==> src/rtl/fetch_stage.sv <==
// Instruction-fetch front end: owns the PC, issues in-order imem requests and
// queues returned instructions for the IF/ID register, discarding wrong-path fetches.
module fetch_stage #(
    parameter int              XLEN            = 32,
    parameter logic [XLEN-1:0] RESET_PC        = '0,
    parameter int              FIFO_DEPTH      = 2,
    parameter int              MAX_OUTSTANDING = 2
) (
    input  logic            clk,
    input  logic            rst,
    output logic            imem_req_valid,
    input  logic            imem_req_ready,
    output logic [XLEN-1:0] imem_req_addr,
    input  logic            imem_rsp_valid,
    input  logic [31:0]     imem_rsp_data,
    input  logic            stall_if,
    input  logic            redirect_ex,
    input  logic [XLEN-1:0] redirect_ex_pc,
    input  logic            redirect_id,
    input  logic [XLEN-1:0] redirect_id_pc,
    output logic            if_valid,
    output logic [XLEN-1:0] if_pc,
    output logic [31:0]     if_instr
);

    localparam int PW = (FIFO_DEPTH > 1) ? $clog2(FIFO_DEPTH) : 1;
    localparam int CW = $clog2(FIFO_DEPTH + 1);
    localparam int OW = $clog2(MAX_OUTSTANDING + 1);
    localparam logic [31:0] NOP = 32'h0000_0013;

    logic [XLEN-1:0] fetch_pc;
    logic [XLEN-1:0] last_pc;
    logic [XLEN-1:0] slot_pc    [FIFO_DEPTH];
    logic [31:0]     slot_instr [FIFO_DEPTH];
    logic [PW-1:0]   head;
    logic [CW-1:0]   alloc_cnt;
    logic [CW-1:0]   fill_cnt;
    logic [OW-1:0]   live_cnt;
    logic [OW-1:0]   drop_cnt;

    logic            redirect;
    logic [XLEN-1:0] target;
    logic            deq;
    logic            credit_ok;
    logic            room_ok;
    logic            handshake;
    logic            rsp_fill;
    logic            rsp_drop;
    logic            rsp_counted;
    logic [PW-1:0]   tail_idx;
    logic [PW-1:0]   fill_idx;

    assign redirect    = redirect_ex || redirect_id;
    assign target      = redirect_ex ? redirect_ex_pc : redirect_id_pc;

    // Slots are allocated and filled strictly in order, so the head plus the two
    // counts locate both the next free slot and the oldest unfilled one.
    assign tail_idx    = head + PW'(alloc_cnt);
    assign fill_idx    = head + PW'(fill_cnt);

    assign if_valid    = (fill_cnt != '0) && !redirect && !rst;
    assign deq         = if_valid && !stall_if;
    assign if_pc       = if_valid ? slot_pc[head] : last_pc;
    assign if_instr    = if_valid ? slot_instr[head] : NOP;

    // A slot freed by this cycle's dequeue may be reused at once; this keeps a
    // two-entry queue streaming one instruction per cycle at unit latency.
    assign credit_ok   = ({1'b0, live_cnt} + {1'b0, drop_cnt}) < (OW+1)'(MAX_OUTSTANDING);
    assign room_ok     = (alloc_cnt - CW'(deq)) < CW'(FIFO_DEPTH);
    assign imem_req_valid = !rst && !redirect && credit_ok && room_ok;
    assign imem_req_addr  = fetch_pc;
    assign handshake   = imem_req_valid && imem_req_ready;

    assign rsp_drop    = imem_rsp_valid && (drop_cnt != '0);
    assign rsp_fill    = imem_rsp_valid && (drop_cnt == '0) && (live_cnt != '0);
    assign rsp_counted = imem_rsp_valid && ((drop_cnt != '0) || (live_cnt != '0));

    always_ff @(posedge clk) begin
        if (rst) begin
            fetch_pc  <= RESET_PC;
            last_pc   <= '0;
            head      <= '0;
            alloc_cnt <= '0;
            fill_cnt  <= '0;
            live_cnt  <= '0;
            drop_cnt  <= '0;
            for (int i = 0; i < FIFO_DEPTH; i++) begin
                slot_pc[i]    <= '0;
                slot_instr[i] <= NOP;
            end
        end else if (redirect) begin
            // Everything still in flight becomes a response to throw away.
            fetch_pc  <= target & ~XLEN'(3);
            alloc_cnt <= '0;
            fill_cnt  <= '0;
            live_cnt  <= '0;
            drop_cnt  <= drop_cnt + live_cnt - OW'(rsp_counted);
        end else begin
            if (handshake) begin
                slot_pc[tail_idx] <= fetch_pc;
                fetch_pc          <= fetch_pc + XLEN'(4);
            end
            if (rsp_fill) begin
                slot_instr[fill_idx] <= imem_rsp_data;
            end
            if (if_valid) begin
                last_pc <= slot_pc[head];
            end
            if (deq) begin
                head <= head + 1'b1;
            end
            if (rsp_drop) begin
                drop_cnt <= drop_cnt - 1'b1;
            end
            alloc_cnt <= alloc_cnt + CW'(handshake) - CW'(deq);
            fill_cnt  <= fill_cnt + CW'(rsp_fill) - CW'(deq);
            live_cnt  <= live_cnt + OW'(handshake) - OW'(rsp_fill);
        end
    end

    a_credit: assert property (@(posedge clk) disable iff (rst)
        ({1'b0, live_cnt} + {1'b0, drop_cnt}) <= (OW+1)'(MAX_OUTSTANDING));
    a_slots: assert property (@(posedge clk) disable iff (rst)
        (fill_cnt <= alloc_cnt) && (alloc_cnt <= CW'(FIFO_DEPTH)));
    a_align: assert property (@(posedge clk) disable iff (rst)
        imem_req_valid |-> (imem_req_addr[1:0] == 2'b00));
    a_no_orphan_rsp: assert property (@(posedge clk) disable iff (rst)
        imem_rsp_valid |-> ((live_cnt != '0) || (drop_cnt != '0)));

endmodule

==> config.mk <==
export PLATFORM = sky130hd
export DESIGN_NAME = fetch_stage
export DESIGN_NICKNAME = d
export VERILOG_FILES = /design/src/rtl/fetch_stage.sv
export SDC_FILE = /design/constraint.sdc
export NUM_CORES = 1
export LEC_CHECK = 0
export CAP_MARGIN = 5
export CORE_UTILIZATION = 45
export CTS_CLUSTER_DIAMETER = 120
export DETAILED_ROUTE_END_ITERATION = 10
export PLACE_DENSITY = 0.84
export SYNTH_ARGS = -nofsm -noshare
export SYNTH_HDL_FRONTEND = slang
export SYNTH_SLANG_ARGS = --single-unit
export TNS_END_PERCENT = 30
==> constraint.sdc <==
create_clock -name clk -period 3.85 [get_ports clk]
set_input_delay 1.155 -clock clk [delete_from_list [all_inputs] [get_ports clk]]
set_output_delay 1.155 -clock clk [all_outputs]
set_load 0.01 [all_outputs]
; ---- Word level (Yosys, flattened, before mapping)
; Memories as Yosys holds them, arrays and structs flattened. A register that Yosys moved wholly into a read port is not among the register bits.
; Index checks and enable logic that the tools add are counted.
[classes]
n_reduce_logical = 26
n_bitwise = 1
n_mux = 27
order_cmp = 2
n_addsub = 15
[op_table]
columns = operator, count
row1 = 2-to-1 mux 32 bit, 7
row2 = OR reduction 32 bit, 2
row3 = "adder 32 x 3 -> 32 bit, second input constant", 1
row4 = 2-to-1 mux 1 bit, 18
row5 = logical AND 1 bit, 11
row6 = nonzero test 2 bit, 5
row7 = subtractor 2 x 1 -> 2 bit, 5
row8 = adder 2 x 1 -> 2 bit, 3
row9 = 2-to-1 mux 2 bit, 2
row10 = adder 2 x 2 -> 3 bit, 1
row11 = zero test 1 bit, 3
row12 = "less-than comparator 3 x 2 -> 1 bit, second input constant", 1
row13 = adder 1 bit, 2
row14 = adder 2 bit, 1
row15 = zero test 2 bit, 1
row16 = logical OR 1 bit, 2
row17 = "less-than comparator 2 bit, second input constant", 1
row18 = AND reduction 2 bit, 1
row19 = OR reduction 2 bit, 1
row20 = "subtractor 2 x 1 -> 2 bit, second input constant", 1
row21 = "adder 1 bit, second input constant", 1
row22 = inverter 1 bit, 1
[word_totals]
inputBits = 103
ramBits = 128
elab_cells = 81
output_inout_bits = 98
ff_bits = 73
memories = 2
[mem_list]
columns = memory, words, width, rd, rd_clocked_by_memory_dff, write_ports, line_no
row1 = slot_instr, 2, 32, 1, 1, 2, 34  ; logic [31:0] slot_instr [FIFO_DEPTH];
row2 = slot_pc, 2, 32, 1, 1, 2, 33  ; logic [XLEN-1:0] slot_pc [FIFO_DEPTH];

; ---- Longest topological paths before layout
[depth]
depth_word = 15
ltp_mapped = 13
ltp_nobuf = 11

; ---- Worst setup path before layout
; No wires, ideal clock.
[synth_path]
path_kind = input to output
startpoint = input port rst
endpoint = output port if_instr[0]
slack_ns = 0.151
arrival_time_ns = 2.544
n_path_buf = 4
stages = 8
cell_sequence = buf_6 nor3_2 o21ai_0 clkbuf_1 clkbuf_1 clkbuf_1 inv_1 nand2_1
[synth_via]
elab_chain_cells = 3
[synth_lines]
columns = element, line_no
row1 = from (decl), 10  ; input logic rst,
row2 = zero test 1 bit, 61  ; assign if_valid = (fill_cnt != '0) && !redirect && !rst;
row3 = logical AND 1 bit, 61
row4 = named net if_valid, 21  ; output logic if_valid,
row5 = 2-to-1 mux 32 bit, 64  ; assign if_instr = if_valid ? slot_instr[head] : NOP;
row6 = to (decl), 23  ; output logic [31:0] if_instr
; The timed path passes the listed nets, and every way through them passes these cells.

; ---- Worst setup path in the final report
[layout_path]
startpoint = input port redirect_id
endpoint = output port if_pc[27]
[layout_via]
elab_chain_cells = 5
[layout_lines]
columns = element, line_no
row1 = from (decl), 19  ; input logic redirect_id,
row2 = logical OR 1 bit, 53  ; assign redirect = redirect_ex || redirect_id;
row3 = zero test 1 bit, 61
row4 = logical AND 1 bit (2 in a row), 61
row5 = 2-to-1 mux 32 bit, -
row6 = to (decl), 22  ; output logic [XLEN-1:0] if_pc,
; Every way passes these cells.

==> flow_metrics.env <==
export IMPL_wl_per_cell_um=17.1
export IMPL_die_h_um=146
export IMPL_grt_busiest_layer="met2"
export IMPL_grt_pass1_wl_mm=37.3
export IMPL_worstPathRequired_ps=2690
export IMPL_io_buffers=194
export IMPL_yosysMostFrequentCell="edfxtp_1"
export IMPL_layoutNonFillerInstCount=1379
export IMPL_antenna_found_initial=0
export IMPL_clk_path_buf_depth=2
export IMPL_synth_top_area_cell="edfxtp_1"
export IMPL_dieArea_mm2=0.0213
export IMPL_num_antenna_cells=0
export IMPL_max_cap_violations=0
export IMPL_status="finished with violations"
export IMPL_relSlewSlack_pct=56.5
export IMPL_cts_inserted_buffers=17
export IMPL_skew_ps=8.64
export IMPL_via_per_inst=5.23
export IMPL_fmax_ghz=0.259
export IMPL_drt_total_wl_mm=23.6
export IMPL_hold_class="reg -> reg"
export IMPL_setup_viol=2
export IMPL_hold_violations=0
export IMPL_grt_pass1_vias=7011
export IMPL_synthFlopType="edfxtp_1"
export IMPL_first_iter_violations=558
export IMPL_area_growth_pct=32.8
export IMPL_root_buffer="clkbuf_16"
export IMPL_pin_count=201
export IMPL_use_met2_pct=38.3
export IMPL_vias=7212
export IMPL_post_route_util_pct=61.1
export IMPL_syn_inst=893
export IMPL_cellLeakagePower_nw=4.81
export IMPL_clk_pin_slew_worst_paths_ps=70
export IMPL_gp_congestion=0.830
export IMPL_num_fill_cells=1621
export IMPL_failed_checks="negative setup slack"
export IMPL_setup_ws_ps=-14.0
export IMPL_netlist_area_mm2=0.00935
export IMPL_synth_top_area_share_pct=39.8
export IMPL_post_route_period_util_pct=100
export IMPL_ys_async_sr_fraction_pct=0
export IMPL_synth_edf_count=124
export IMPL_critPathKind="in -> out"
export IMPL_critPathLaunchType="primary input"
export IMPL_irDropWorstVdd_v=0.000265
export IMPL_endpoint_kind="primary output"
export IMPL_grt_use_met3_pct=3.97
export IMPL_worstMarginPinSlew_ps=648
export IMPL_finalCriticalPeriod_ps=3860
export IMPL_tritoncts="done"
export IMPL_use_met1_pct=29.2
export IMPL_grt_max_degree=54
export IMPL_nets=1211
export IMPL_drive_gt1_share_pct=12.4
export IMPL_final_antenna_net_count=0
export IMPL_start_util_pct=46.0
export IMPL_final_max_slew_viol_count=0
export IMPL_rrSetupSlack_ps=1240
export IMPL_core_area_mm2=0.0203
export IMPL_drt_pass1_iterations=5
export IMPL_h_tree_depth=4
export IMPL_path_max_fanout=12
export IMPL_arrival_ps=2710
export IMPL_row_count=52
export IMPL_die_x_um=146
export IMPL_power_density_mw_per_mm2=361
export IMPL_overflow=0
export IMPL_syn_avg_cell_area_um2=10.5
export IMPL_clkLatencyLatePin_ps=440
export IMPL_ys_ff_latch=196
export IMPL_synth_commonest_cells="edfxtp_1, and2_1, nand2_1, dfxtp_1, nor2_1"
export IMPL_synthTopCellsByArea="edfxtp_1, dfxtp_1, and2_1"
export IMPL_yosysUniqueCellTypes=48
export IMPL_hpwl_mm=16.0
export IMPL_rsz0062_at_grt="yes"
export IMPL_yosys_warnings=0
export IMPL_dp_cells=1334
export IMPL_clock_sinks=196
export IMPL_drc=0
export IMPL_grt_total_usage_pct=22.6
export IMPL_ys_seq_area_share_pct=55.3
-- power by group --
group	internal (W)	switching [W]	total, W
Sequential	0.00230	0.0000669	0.00236
Clock	0.000908	0.000812	0.00172
Combinational	0.000212	0.000188	0.000400
Total	0.00342	0.00107	0.00448
-- metal layers --
layer	wire (µm)	share of wire, %
met5	0	0
met3	1250	5.3
met1	10100	43
met4	494	2.1
met2	11700	50
-- final cells by class --
type	instances	area (µm²)	area share, %
inverter	20	75.1	0.605
clock buffer	17	425	3.43
clock inverter	15	143	1.15
timing repair buffer	241	2350	18.9
sequential	196	5170	41.7
multi-input combinational	620	3910	31.5
tap	270	338	2.72
-- logic make-up (layout without fill, tap and decap cells) --
group	after synthesis	in the layout	share of synthesized area, %
simple gates	378	378	21.9
flops	196	196	55.3
compound gates	138	138	8.37
buf+inv	78	293	3.43
mux	65	65	6.96
xor+xnor	25	25	2.34
fa+ha+maj	12	12	1.69
other cells	1	2	0.0401
-- cell usage in the layout (no fill, tap or decap), types with 4 or more instances in the layout --
master,n
nor2_1,69
buf_12,8
o22ai_1,5
clkbuf_2,10
dfxtp_1,71
edfxtp_1,124
or3_1,8
a211oi_1,8
nor3_1,14
nand4_1,8
mux2i_1,65
nand2_1,74
clkdlybuf4s50_1,124
ha_1,11
clkbuf_16,17
and2_1,117
xor2_1,14
a21oi_1,55
dlymetal6s2s_1,5
nor4_2,7
dlygate4sd2_1,32
and3_1,9
and4_1,4
clkdlybuf4s15_2,6
nor2b_1,37
buf_2,15
xnor2_1,11
or2_2,6
buf_4,34
o21ai_1,29
inv_1,20
o21ai_0,11
o21ai_2,8
inv_6,8
nand3_1,14
-- worst max-delay path: stages --
cell and delay, ps:
dlygate4sd2_1 280, nor3_2 110, buf_4 140, o21ai_4 130
buf_6 180, bufbuf_16 280, o21ai_1 180, clkdlybuf4s15_2 250
-- flip-flops by register name (all words and copies together) (netlist names), named ones only --
name / cells
alloc_cnt: 2
drop_cnt: 2
fill_cnt: 2
head: 1
imem_req_addr: 30
last_pc: 32
live_cnt: 2
slot_instr: 64
slot_pc: 60
-- stage by stage --
stage          hold WS [ps]  setup slack [ps]  TNS (ps)  power (W)  instance area, µm²
2_1_floorplan           501               151         0    0.00257                9350
3_3_place_gp            544              -473    -21280    0.00279               11700
3_5_place_dp            563              -509    -21620    0.00281               11700
4_1_cts                 575             -36.3     -71.9    0.00451               12500
5_1_grt                 607             -86.9      -398    0.00464               12400
6_report                567             -14.0     -17.8    0.00448               12400
-- path summary, 6_finish.rpt --
path	from	end	cells after the start
max	redirect_id	if_pc[27]	8
min	last_pc[28]	last_pc[28]	3
max reg2reg	live_cnt[0]	slot_pc[1][31]	8
min reg2reg	last_pc[28]	last_pc[28]	3
-- timing repair --
action                     4_1_cts  5_1_grt
hold buffers                     0        0
gates resized for setup        146       42
buffers inserted                 8        1
gates cloned                     4        0
setup endpoints to repair       66       36
Power figures use the tool's default switching activity.
